[src/rtl/frog_hop_ctrl_pkg.sv]
// Shared types and keycode constants for the Frogger hop controller.
package frog_pkg;

    typedef enum logic [1:0] {
        IDLE  = 2'd0,
        HOP   = 2'd1,
        DYING = 2'd2,
        OVER  = 2'd3
    } frog_state_t;

    typedef enum logic [1:0] {
        UP    = 2'd0,
        LEFT  = 2'd1,
        DOWN  = 2'd2,
        RIGHT = 2'd3
    } dir_t;

    localparam logic [15:0] KEY_W     = 16'h001A;
    localparam logic [15:0] KEY_A     = 16'h0004;
    localparam logic [15:0] KEY_S     = 16'h0016;
    localparam logic [15:0] KEY_D     = 16'h0007;
    localparam logic [15:0] KEY_ENTER = 16'h0028;

endpackage

[src/rtl/frog_hop_ctrl_if.sv]
// Frog controller bundle: keyboard/lane inputs in, sprite position and status out.
interface frog_hop_ctrl_if;

    logic [15:0] keycode;
    logic        collision;
    logic [9:0]  ride_dx;
    logic [9:0]  FrogX;
    logic [9:0]  FrogY;
    logic [9:0]  FrogS;
    logic [1:0]  frog_state;
    logic [1:0]  lives;
    logic        goal_pulse;
    logic        game_over;

    // master is the frog controller; slave is the lane logic / colour mapper side
    modport master (
        input  keycode, collision, ride_dx,
        output FrogX, FrogY, FrogS, frog_state, lives, goal_pulse, game_over
    );

    modport slave (
        output keycode, collision, ride_dx,
        input  FrogX, FrogY, FrogS, frog_state, lives, goal_pulse, game_over
    );

endinterface

[src/rtl/frog_hop_ctrl_key_edge.sv]
// Keyboard edge detector: one-frame strobes for a new direction key or Enter.
module frog_key_edge
    import frog_pkg::*;
(
    input  logic        clk,
    input  logic        rst,
    input  logic [15:0] keycode,
    output logic        valid,
    output dir_t        dir,
    output logic        enter_strobe
);

    logic [15:0] key_prev;
    logic        changed;

    always_ff @(posedge clk) begin
        if (rst) begin
            key_prev <= '0;
        end else begin
            key_prev <= keycode;
        end
    end

    assign changed = (keycode != key_prev);

    always_comb begin
        valid = 1'b0;
        dir   = UP;
        case (keycode)
            KEY_W: begin valid = changed; dir = UP;    end
            KEY_A: begin valid = changed; dir = LEFT;  end
            KEY_S: begin valid = changed; dir = DOWN;  end
            KEY_D: begin valid = changed; dir = RIGHT; end
            default: ;
        endcase
    end

    assign enter_strobe = changed && (keycode == KEY_ENTER);

endmodule

[src/rtl/frog_hop_ctrl.sv]
// Frame-rate frog sequencer: discrete hops, log drift, death/respawn, lives, goal and game-over.
module frog_hop_ctrl
    import frog_pkg::*;
#(
    parameter int X_START      = 320,
    parameter int Y_START      = 435,
    parameter int X_MIN        = 0,
    parameter int X_MAX        = 639,
    parameter int Y_MIN        = 0,
    parameter int Y_MAX        = 479,
    parameter int FROG_SIZE    = 4,
    parameter int HOP_DIST     = 32,
    parameter int HOP_FRAMES   = 8,
    parameter int GOAL_Y       = 35,
    parameter int DEATH_FRAMES = 60,
    parameter int LIVES_INIT   = 3
) (
    input  logic           frame_clk,
    input  logic           Reset,
    frog_hop_ctrl_if.master bus
);

    localparam int HC_W = (HOP_FRAMES > 1) ? $clog2(HOP_FRAMES) : 1;
    localparam int DC_W = (DEATH_FRAMES > 1) ? $clog2(DEATH_FRAMES) : 1;

    localparam logic [9:0]      X_START_P = 10'(X_START);
    localparam logic [9:0]      Y_START_P = 10'(Y_START);
    localparam logic [9:0]      STEP      = 10'(HOP_DIST / HOP_FRAMES);
    localparam logic [9:0]      GOAL_P    = 10'(GOAL_Y);
    localparam logic [1:0]      LIVES_P   = 2'(LIVES_INIT);
    localparam logic [9:0]      X_LO      = 10'(X_MIN + FROG_SIZE);
    localparam logic [9:0]      X_HI      = 10'(X_MAX - FROG_SIZE);
    localparam logic [10:0]     X_LO_W    = 11'(X_MIN + FROG_SIZE);
    localparam logic [10:0]     X_HI_W    = 11'(X_MAX - FROG_SIZE);
    localparam logic [10:0]     Y_HI_W    = 11'(Y_MAX - FROG_SIZE);
    localparam logic [10:0]     UP_MIN    = 11'(Y_MIN + FROG_SIZE + HOP_DIST);
    localparam logic [10:0]     LEFT_MIN  = 11'(X_MIN + FROG_SIZE + HOP_DIST);
    localparam logic [10:0]     HOP_W     = 11'(HOP_DIST);
    localparam logic [HC_W-1:0] HOP_LAST  = HC_W'(HOP_FRAMES - 1);
    localparam logic [DC_W-1:0] DEATH_LAST = DC_W'(DEATH_FRAMES - 1);

    frog_state_t     state_q, state_d;
    dir_t            dir_q, dir_d;
    logic [9:0]      x_q, x_d;
    logic [9:0]      y_q, y_d;
    logic [1:0]      lives_q, lives_d;
    logic            goal_q, goal_d;
    logic [HC_W-1:0] hop_cnt_q, hop_cnt_d;
    logic [DC_W-1:0] death_cnt_q, death_cnt_d;

    logic            press_valid;
    dir_t            press_dir;
    logic            enter_strobe;
    logic            in_bounds;
    logic [10:0]     drift_sum;
    logic [9:0]      drift_x;
    logic [9:0]      step_x;
    logic [9:0]      step_y;

    frog_key_edge u_key_edge (
        .clk          (frame_clk),
        .rst          (Reset),
        .keycode      (bus.keycode),
        .valid        (press_valid),
        .dir          (press_dir),
        .enter_strobe (enter_strobe)
    );

    always_comb begin
        in_bounds = 1'b0;
        case (press_dir)
            UP:    in_bounds = ({1'b0, y_q} >= UP_MIN);
            DOWN:  in_bounds = ({1'b0, y_q} + HOP_W <= Y_HI_W);
            LEFT:  in_bounds = ({1'b0, x_q} >= LEFT_MIN);
            RIGHT: in_bounds = ({1'b0, x_q} + HOP_W <= X_HI_W);
            default: in_bounds = 1'b0;
        endcase
    end

    // With a negative drift, bit 10 of the 11-bit sum flags underflow below zero;
    // with a non-negative drift the sum never exceeds 11 bits, so it is compared unsigned.
    assign drift_sum = {1'b0, x_q} + {bus.ride_dx[9], bus.ride_dx};

    always_comb begin
        if (bus.ride_dx[9] && drift_sum[10]) begin
            drift_x = X_LO;
        end else if (drift_sum < X_LO_W) begin
            drift_x = X_LO;
        end else if (drift_sum > X_HI_W) begin
            drift_x = X_HI;
        end else begin
            drift_x = drift_sum[9:0];
        end
    end

    always_comb begin
        step_x = x_q;
        step_y = y_q;
        case (dir_q)
            UP:    step_y = y_q - STEP;
            DOWN:  step_y = y_q + STEP;
            LEFT:  step_x = x_q - STEP;
            RIGHT: step_x = x_q + STEP;
            default: ;
        endcase
    end

    always_ff @(posedge frame_clk) begin
        if (Reset) begin
            state_q     <= IDLE;
            dir_q       <= UP;
            x_q         <= X_START_P;
            y_q         <= Y_START_P;
            lives_q     <= LIVES_P;
            goal_q      <= 1'b0;
            hop_cnt_q   <= '0;
            death_cnt_q <= '0;
        end else begin
            state_q     <= state_d;
            dir_q       <= dir_d;
            x_q         <= x_d;
            y_q         <= y_d;
            lives_q     <= lives_d;
            goal_q      <= goal_d;
            hop_cnt_q   <= hop_cnt_d;
            death_cnt_q <= death_cnt_d;
        end
    end

    always_comb begin
        state_d     = state_q;
        dir_d       = dir_q;
        x_d         = x_q;
        y_d         = y_q;
        lives_d     = lives_q;
        goal_d      = 1'b0;
        hop_cnt_d   = hop_cnt_q;
        death_cnt_d = death_cnt_q;

        case (state_q)
            IDLE: begin
                if (bus.collision) begin
                    state_d     = DYING;
                    death_cnt_d = '0;
                end else if (press_valid) begin
                    // An out-of-bounds press is consumed: no hop and no drift this frame.
                    if (in_bounds) begin
                        state_d   = HOP;
                        dir_d     = press_dir;
                        hop_cnt_d = '0;
                    end
                end else begin
                    x_d = drift_x;
                end
            end

            HOP: begin
                if (bus.collision) begin
                    state_d     = DYING;
                    death_cnt_d = '0;
                end else begin
                    x_d = step_x;
                    y_d = step_y;
                    if (hop_cnt_q == HOP_LAST) begin
                        hop_cnt_d = '0;
                        state_d   = IDLE;
                        if (step_y <= GOAL_P) begin
                            goal_d = 1'b1;
                            x_d    = X_START_P;
                            y_d    = Y_START_P;
                        end
                    end else begin
                        hop_cnt_d = hop_cnt_q + HC_W'(1);
                    end
                end
            end

            DYING: begin
                if (death_cnt_q == DEATH_LAST) begin
                    death_cnt_d = '0;
                    if (lives_q <= 2'd1) begin
                        lives_d = 2'd0;
                        state_d = OVER;
                    end else begin
                        lives_d = lives_q - 2'd1;
                        x_d     = X_START_P;
                        y_d     = Y_START_P;
                        state_d = IDLE;
                    end
                end else begin
                    death_cnt_d = death_cnt_q + DC_W'(1);
                end
            end

            OVER: begin
                if (enter_strobe) begin
                    state_d     = IDLE;
                    dir_d       = UP;
                    x_d         = X_START_P;
                    y_d         = Y_START_P;
                    lives_d     = LIVES_P;
                    hop_cnt_d   = '0;
                    death_cnt_d = '0;
                end
            end

            default: state_d = IDLE;
        endcase
    end

    assign bus.FrogX      = x_q;
    assign bus.FrogY      = y_q;
    assign bus.FrogS      = 10'(FROG_SIZE);
    assign bus.frog_state = state_q;
    assign bus.lives      = lives_q;
    assign bus.goal_pulse = goal_q;
    assign bus.game_over  = (state_q == OVER);

endmodule

[src/flat_wrapper.sv]
// flat-port wrapper written by rule: the top's interface ports become plain ports
module frog_hop_ctrl_flat import frog_pkg::*;
#(
    parameter int X_START      = 320,
    parameter int Y_START      = 435,
    parameter int X_MIN        = 0,
    parameter int X_MAX        = 639,
    parameter int Y_MIN        = 0,
    parameter int Y_MAX        = 479,
    parameter int FROG_SIZE    = 4,
    parameter int HOP_DIST     = 32,
    parameter int HOP_FRAMES   = 8,
    parameter int GOAL_Y       = 35,
    parameter int DEATH_FRAMES = 60,
    parameter int LIVES_INIT   = 3
)
  (frame_clk, Reset, bus_keycode, bus_collision, bus_ride_dx, bus_FrogX, bus_FrogY, bus_FrogS, bus_frog_state, bus_lives, bus_goal_pulse, bus_game_over);
  frog_hop_ctrl_if bus_i ();
  input  logic frame_clk;
  input  logic Reset;
  input wire logic [$bits(bus_i.keycode)-1:0] bus_keycode;
  input wire logic [$bits(bus_i.collision)-1:0] bus_collision;
  input wire logic [$bits(bus_i.ride_dx)-1:0] bus_ride_dx;
  output wire logic [$bits(bus_i.FrogX)-1:0] bus_FrogX;
  output wire logic [$bits(bus_i.FrogY)-1:0] bus_FrogY;
  output wire logic [$bits(bus_i.FrogS)-1:0] bus_FrogS;
  output wire logic [$bits(bus_i.frog_state)-1:0] bus_frog_state;
  output wire logic [$bits(bus_i.lives)-1:0] bus_lives;
  output wire logic [$bits(bus_i.goal_pulse)-1:0] bus_goal_pulse;
  output wire logic [$bits(bus_i.game_over)-1:0] bus_game_over;
  assign bus_i.keycode = bus_keycode;
  assign bus_i.collision = bus_collision;
  assign bus_i.ride_dx = bus_ride_dx;
  assign bus_FrogX = bus_i.FrogX;
  assign bus_FrogY = bus_i.FrogY;
  assign bus_FrogS = bus_i.FrogS;
  assign bus_frog_state = bus_i.frog_state;
  assign bus_lives = bus_i.lives;
  assign bus_goal_pulse = bus_i.goal_pulse;
  assign bus_game_over = bus_i.game_over;
  frog_hop_ctrl #(.X_START(X_START), .Y_START(Y_START), .X_MIN(X_MIN), .X_MAX(X_MAX), .Y_MIN(Y_MIN), .Y_MAX(Y_MAX), .FROG_SIZE(FROG_SIZE), .HOP_DIST(HOP_DIST), .HOP_FRAMES(HOP_FRAMES), .GOAL_Y(GOAL_Y), .DEATH_FRAMES(DEATH_FRAMES), .LIVES_INIT(LIVES_INIT)) u_core (.frame_clk(frame_clk), .Reset(Reset), .bus(bus_i));
endmodule
[config.mk]
export PLATFORM = sky130hd
export DESIGN_NAME = frog_hop_ctrl_flat
export DESIGN_NICKNAME = d
export VERILOG_FILES = /design/src/rtl/frog_hop_ctrl_pkg.sv /design/src/rtl/frog_hop_ctrl_if.sv /design/src/rtl/frog_hop_ctrl_key_edge.sv /design/src/rtl/frog_hop_ctrl.sv /design/src/flat_wrapper.sv
export SDC_FILE = /design/constraint.sdc
export NUM_CORES = 1
export LEC_CHECK = 0
export CORE_ASPECT_RATIO = 1.75
export CORE_MARGIN = 3
export CORE_UTILIZATION = 60
export DETAILED_ROUTE_END_ITERATION = 8
export PLACE_DENSITY = 0.87
export SYNTH_ARGS = -nofsm -noshare
export SYNTH_HDL_FRONTEND = slang
export SYNTH_SLANG_ARGS = --single-unit
[constraint.sdc]
create_clock -name frame_clk -period 10.3 [get_ports frame_clk]
set_input_delay 2.06 -clock frame_clk [delete_from_list [all_inputs] [get_ports frame_clk]]
set_output_delay 2.06 -clock frame_clk [all_outputs]
set_load 0.005 [all_outputs]
Yosys cells after proc, flatten, opt, wreduce, memory -nomap -nowiden. Index checks and enable logic that the tools add are counted.

Input port bits: 29. Register bits after elaboration: 52. Output and inout port bits: 36. Word-level logic and storage cells: 130.

Multiplexer cells: 53. Add/sub/neg operators: 10. $lt $le $gt $ge: 8. Bitwise gates (word level): 2. Eq/ne operators: 29. Reduce and logical (&&, ||, !) cells: 19.

Operator list (count): $mux 10 (17); $pmux 10 s2 (2); $pmux 10 s4 (1); $eq 16x3->1 const B (2); $eq 16x5->1 const B (2); $pmux 10 s3 (1); $mux 2 (14); $add 10x6->11 const B (2); $add 10x3->10 const B (2); $ge 10x6->1 const B (2); $sub 10x3->10 const B (2); $mux 3 (6); $mux 6 (3); $pmux 6 s3 (1); $eq 16x6->1 const B (1); $ne 16x16->1 (1); $reduce_and 5->1 (3); $eq 2x2->1 const B (6); $reduce_and 6->1 (2); $add 10x11->11 (1); $gt 11x10->1 const B (1); $le 11x10->1 const B (1); $le 11x9->1 const B (1); $lt 11x3->1 const B (1); 26 further kinds (46).

Depth between registers and ports, before layout.
Depth in word-level cells: 8. Mapped depth: 13. Depth with buffers taken out: 12.

By module. From an unflattened synthesis, not the netlist that was laid out.

Cells, all modules: 503. Area total of the unflattened synthesis: 4045.1 um2.

Modules (own cells, without submodules): frog_hop_ctrl (sequential area each 700.7 um2, cells each 429, times used 1, area an instance 3293.2 um2); frog_key_edge (sequential area each 320.3 um2, cells each 74, times used 1, area an instance 752.0 um2).

Worst setup path after synthesis. OpenSTA, ideal clock, no wires.

Path type: input to register. From: input bus_ride_dx[0]. To: register u_core.x_q[6], in the netlist u_core.bus.FrogX[6]. Path slack: 5.443 ns. Arrival: 4.735 ns. Buffers on the path: 0. Required time: 10.178 ns. Stages: 12. Library setup time: 0.122 ns. Cells stage by stage: ha_1 > fa_1 > a211oi_2 > o211a_1 > o21bai_1 > a21oi_1 > ha_1 > o21ai_1 > a2111oi_2 > a311oi_2 > o21a_1 > o32a_1.

Cells in the longest elaborated chain, start to end: 8.

RTL lines: start, declared (line flat_wrapper.sv:23) `input wire logic [$bits(bus_i.ride_dx)-1:0] bus_ride_dx;`; $add 10x11->11 * (line frog_hop_ctrl.sv:82) `assign drift_sum = {1'b0, x_q} + {bus.ride_dx[9], bus.ride_dx};`; $gt 11x10->1 (line frog_hop_ctrl.sv:89) `end else if (drift_sum > X_HI_W) begin`; $mux 10 (line frog_hop_ctrl.sv:89); $mux 10 (line frog_hop_ctrl.sv:87) `end else if (drift_sum < X_LO_W) begin`; $mux 10 * (line frog_hop_ctrl.sv:85) `if (bus.ride_dx[9] && drift_sum[10]) begin`; $mux 10 * (line frog_hop_ctrl.sv:145) `end else if (press_valid) begin`; $mux 10 * (line frog_hop_ctrl.sv:142) `if (bus.collision) begin`; $pmux 10 s4 * (line frog_hop_ctrl.sv:140) `case (state_q)`; end signal, assigned (line frog_hop_ctrl.sv:112) `x_q <= X_START_P;`; end signal, assigned (line frog_hop_ctrl.sv:121) `x_q <= x_d;`; end, declared (line frog_hop_ctrl.sv:44) `logic [9:0] x_q, x_d;`.

Mark *: on every way between the ends. The rest lies on a longest branch, timed or not. The select of a mux whose other input is x is not followed. A chain may end at the register's enable or synchronous reset.

Worst setup path after layout. Same ends and word-level chain as after synthesis.

==> flow_summary.toml <==
[run_status]
status = "complete, no violations"

[detailed_routing]
routed_wl_um = 12900
first_pass_iters = 6
wl_per_cell_um = 19.3
vias = 4490
ant_nets = 0
via_per_inst = 6.73
drcViolationCount = 0
drt_iter0_drc = 362

[power]
p_clk_share_pct = 33.7
internal-power_mw = 0.401
leakagePower_nw = 1.92
power_frac_seq_pct = 37.5
vdd_drop_max_v = 0.0000850
power_mw = 0.587
switching_share_pct = 31.7
p_sw_mw = 0.186
p_comb_share_pct = 28.8
powerDensity_nw_per_um2 = 111

[die]
start_util_pct = 62.5
ioPinCount = 65
core_sq_um = 7340
die_w_um = 72.1
die_area_sq_um = 8770
rows = 41
die_h_um = 122

[setup_path]
path_common_cell = "ha_1"
cp_max_fo = 8
end_kind = "flop"
r2r_slack_ns = 5.99
rr_worst_depth = 10
path_cells = "clkdlybuf4s50_1 -> ha_1 -> fa_1 -> a211oi_2 -> o211a_1 -> o21bai_1 -> a21oi_1 -> ha_1 -> o21ai_1 -> a2111oi_2 -> a311oi_2 -> o21a_1 -> o32a_1"
arrival_ns = 5.59
setup.worst_path.start_class = "input port"
cp.required_ns = 10.49
cpMaxStageDelayCell = "fa_1"
path_class = "in2reg"
cpPeakStageDelay_ns = 0.48

[yosys]
synth_seq_cells = 51
synth_top_cell_by_area = "dfxtp_1"
synthCells = 539
synth_commonest_cells = "dfxtp_1, nand2_1, nor2_1"
synth_enable_flop_cells = 0
synth_warnings = 0
synthFlopType = "dfxtp_1"
synth_area_sq_um = 4590
synth_area_leaders = "dfxtp_1, ha_1, xnor2_1"
syn_area_per_cell_sq_um = 8.51
yosysMostFrequentCell = "dfxtp_1"
ys_seq_area_share_pct = 22.3
synth_cell_types = 88
ys_async_sr_fraction_pct = 0
netlist.area_leader.share_pct = 22.3

[sta]
tightest_slew_ns = 0.997
hold_ws_ns = 0.476
timing.final.hold_violations = 0
fmax_mhz = 185
fin_tns_setup_ns = 0
finClkSkew_ns = 0.00716
max_slew_margin_pct = 33.0
min_period_ns = 5.40
grt_setup_unrepaired = "no"
fin_crit_sh_pct = 52.4
drv_slew = 0
setup_viol = 0

[placement]
place_hpwl_um = 9920
dpl.cell_count = 659
gp_congestion = 0.962
place_area_sq_um = 5100
port_buffers = 54

[cells_and_area]
final-instance-count-excl-fill = 667
area_growth_pct = 14.9
final_layout_size_suffix_gt1_share_pct = 8.09
fin_nets = 643
postLayoutCellArea_sq_um = 5270
diodes = 0

[clocking]
ctsHoldBuffers = 0
cts_resized = 0
htree_levels = 2
insertion_delay_ns = 0.30
cts_sinks = 51
numCtsBuffers = 5
clockBufferDepth = 2
postCtsSetupRepairBufs = 0
clk_pin_slew_worst_paths_ns = 0.07
root_buffer = "clkbuf_16"
cts_tree = "built"

[global_routing]
grt_pass1_wl_um = 21000
grt_pass1_vias = 4439
grt-ovfl-total = 0
antenna_found_initial = 0
grt_max_degree = 43
grt_usage_pct = 30.0

[min_path]
min_path_cells = 2
hp-class = "reg2reg"

[run]
cap_violations = 0
through the flow:
step / utilization (%) / worst slack [ns]
2_1_floorplan: - / 5.44
3_3_place_gp: 69.5 / 4.78
3_5_place_dp: 69.5 / 4.64
4_1_cts: 71.9 / 4.93
5_1_grt: 71.9 / 4.71
6_report: 71.9 / 4.90
area by class of cell:
class,instances,area [sq um]
Multi-Input combinational cell,438,3310
Fill cell,570,2060
Sequential cell,51,1020
Timing Repair Buffer,55,548
Clock buffer,6,139
Inverter,29,109
Tap cell,86,108
Clock inverter,2,35.0
power by group through the flow:
stage | combinational (mW) | sequential (mW) | clock [mW]
floorplan | 0.120 | 0.218 | 0
finish | 0.169 | 0.220 | 0.198
detailed placement | 0.165 | 0.224 | 0
CTS | 0.166 | 0.220 | 0.198
global route | 0.184 | 0.221 | 0.205
global placement | 0.159 | 0.224 | 0
layout by cell type (no fill, tap or decap), types with 4 or more instances in the layout:
cell type,netlist,layout
a211oi_1,6,6
clkbuf_16,0,5
nand3_1,12,12
a21oi_1,24,24
nand4_1,9,9
nand4b_1,5,5
o21ai_0,14,14
a21o_1,5,5
a41oi_1,4,4
nor3b_1,8,8
a311oi_1,8,8
inv_1,29,29
o21ai_1,6,6
mux2i_1,9,9
nor2b_1,24,24
dfxtp_1,51,51
xnor2_1,19,19
nor2_1,37,37
and3_1,5,5
or3_1,6,6
o22ai_1,4,4
nand2_1,38,38
o31ai_1,10,10
nor3_1,16,16
o221ai_2,4,4
ha_1,31,31
nor4_1,4,4
conb_1,2,10
nand2b_1,7,7
clkdlybuf4s50_1,0,54
o211ai_1,15,15
xor2_1,8,8
metal layers:
metal	global-route usage, %	routed length (um)	part of all wire [%]	up-vias
li1	-	-	-	2101
met2	55.8	7090	55	194
met1	30.6	4400	34	2139
met4	19.1	776	6.0	0
met5	0	0	0	-
met3	3.55	624	4.8	56
state kept, by name (all words and copies together), names as in the netlist:
signal	flops
u_core.u_key_edge.key_prev	16
u_core.bus.FrogX	10
u_core.bus.FrogY	9
u_core.death_cnt_q	6
u_core.hop_cnt_q	3
u_core.bus.frog_state	2
u_core.bus.lives	2
u_core.dir_q	2
u_core.bus.goal_pulse	1
worst paths after layout:
path / to / startpoint
setup / recovery: u_core.bus.FrogX[6] / bus_ride_dx[0]
hold / removal: u_core.hop_cnt_q[1] / u_core.hop_cnt_q[1]
setup reg to reg: u_core.bus.FrogY[7] / u_core.dir_q[0]
hold reg to reg: u_core.hop_cnt_q[1] / u_core.hop_cnt_q[1]
critical path: cells and delay by family:
kind / cells / cell delay, ns
AO/OA/AOI/OAI: 9 / 2.19
adder cells (fa/ha/maj): 3 / 0.93
buffers and inverters: 1 / 0.42
kinds of logic after synthesis:
| family | Yosys count | synth area share, % |
|---|---|---|
| and+or+nand+nor | 194 | 23.8 |
| DFF | 51 | 22.3 |
| other | 2 | 0.164 |
| adders and majority gates | 34 | 9.76 |
| AOI/OAI and AO/OA | 160 | 29.4 |
| xor gates and xnor gates | 28 | 5.75 |
| muxes | 12 | 2.70 |
| buffers and inverters | 58 | 6.22 |
(Power assumes the default switching activity.)
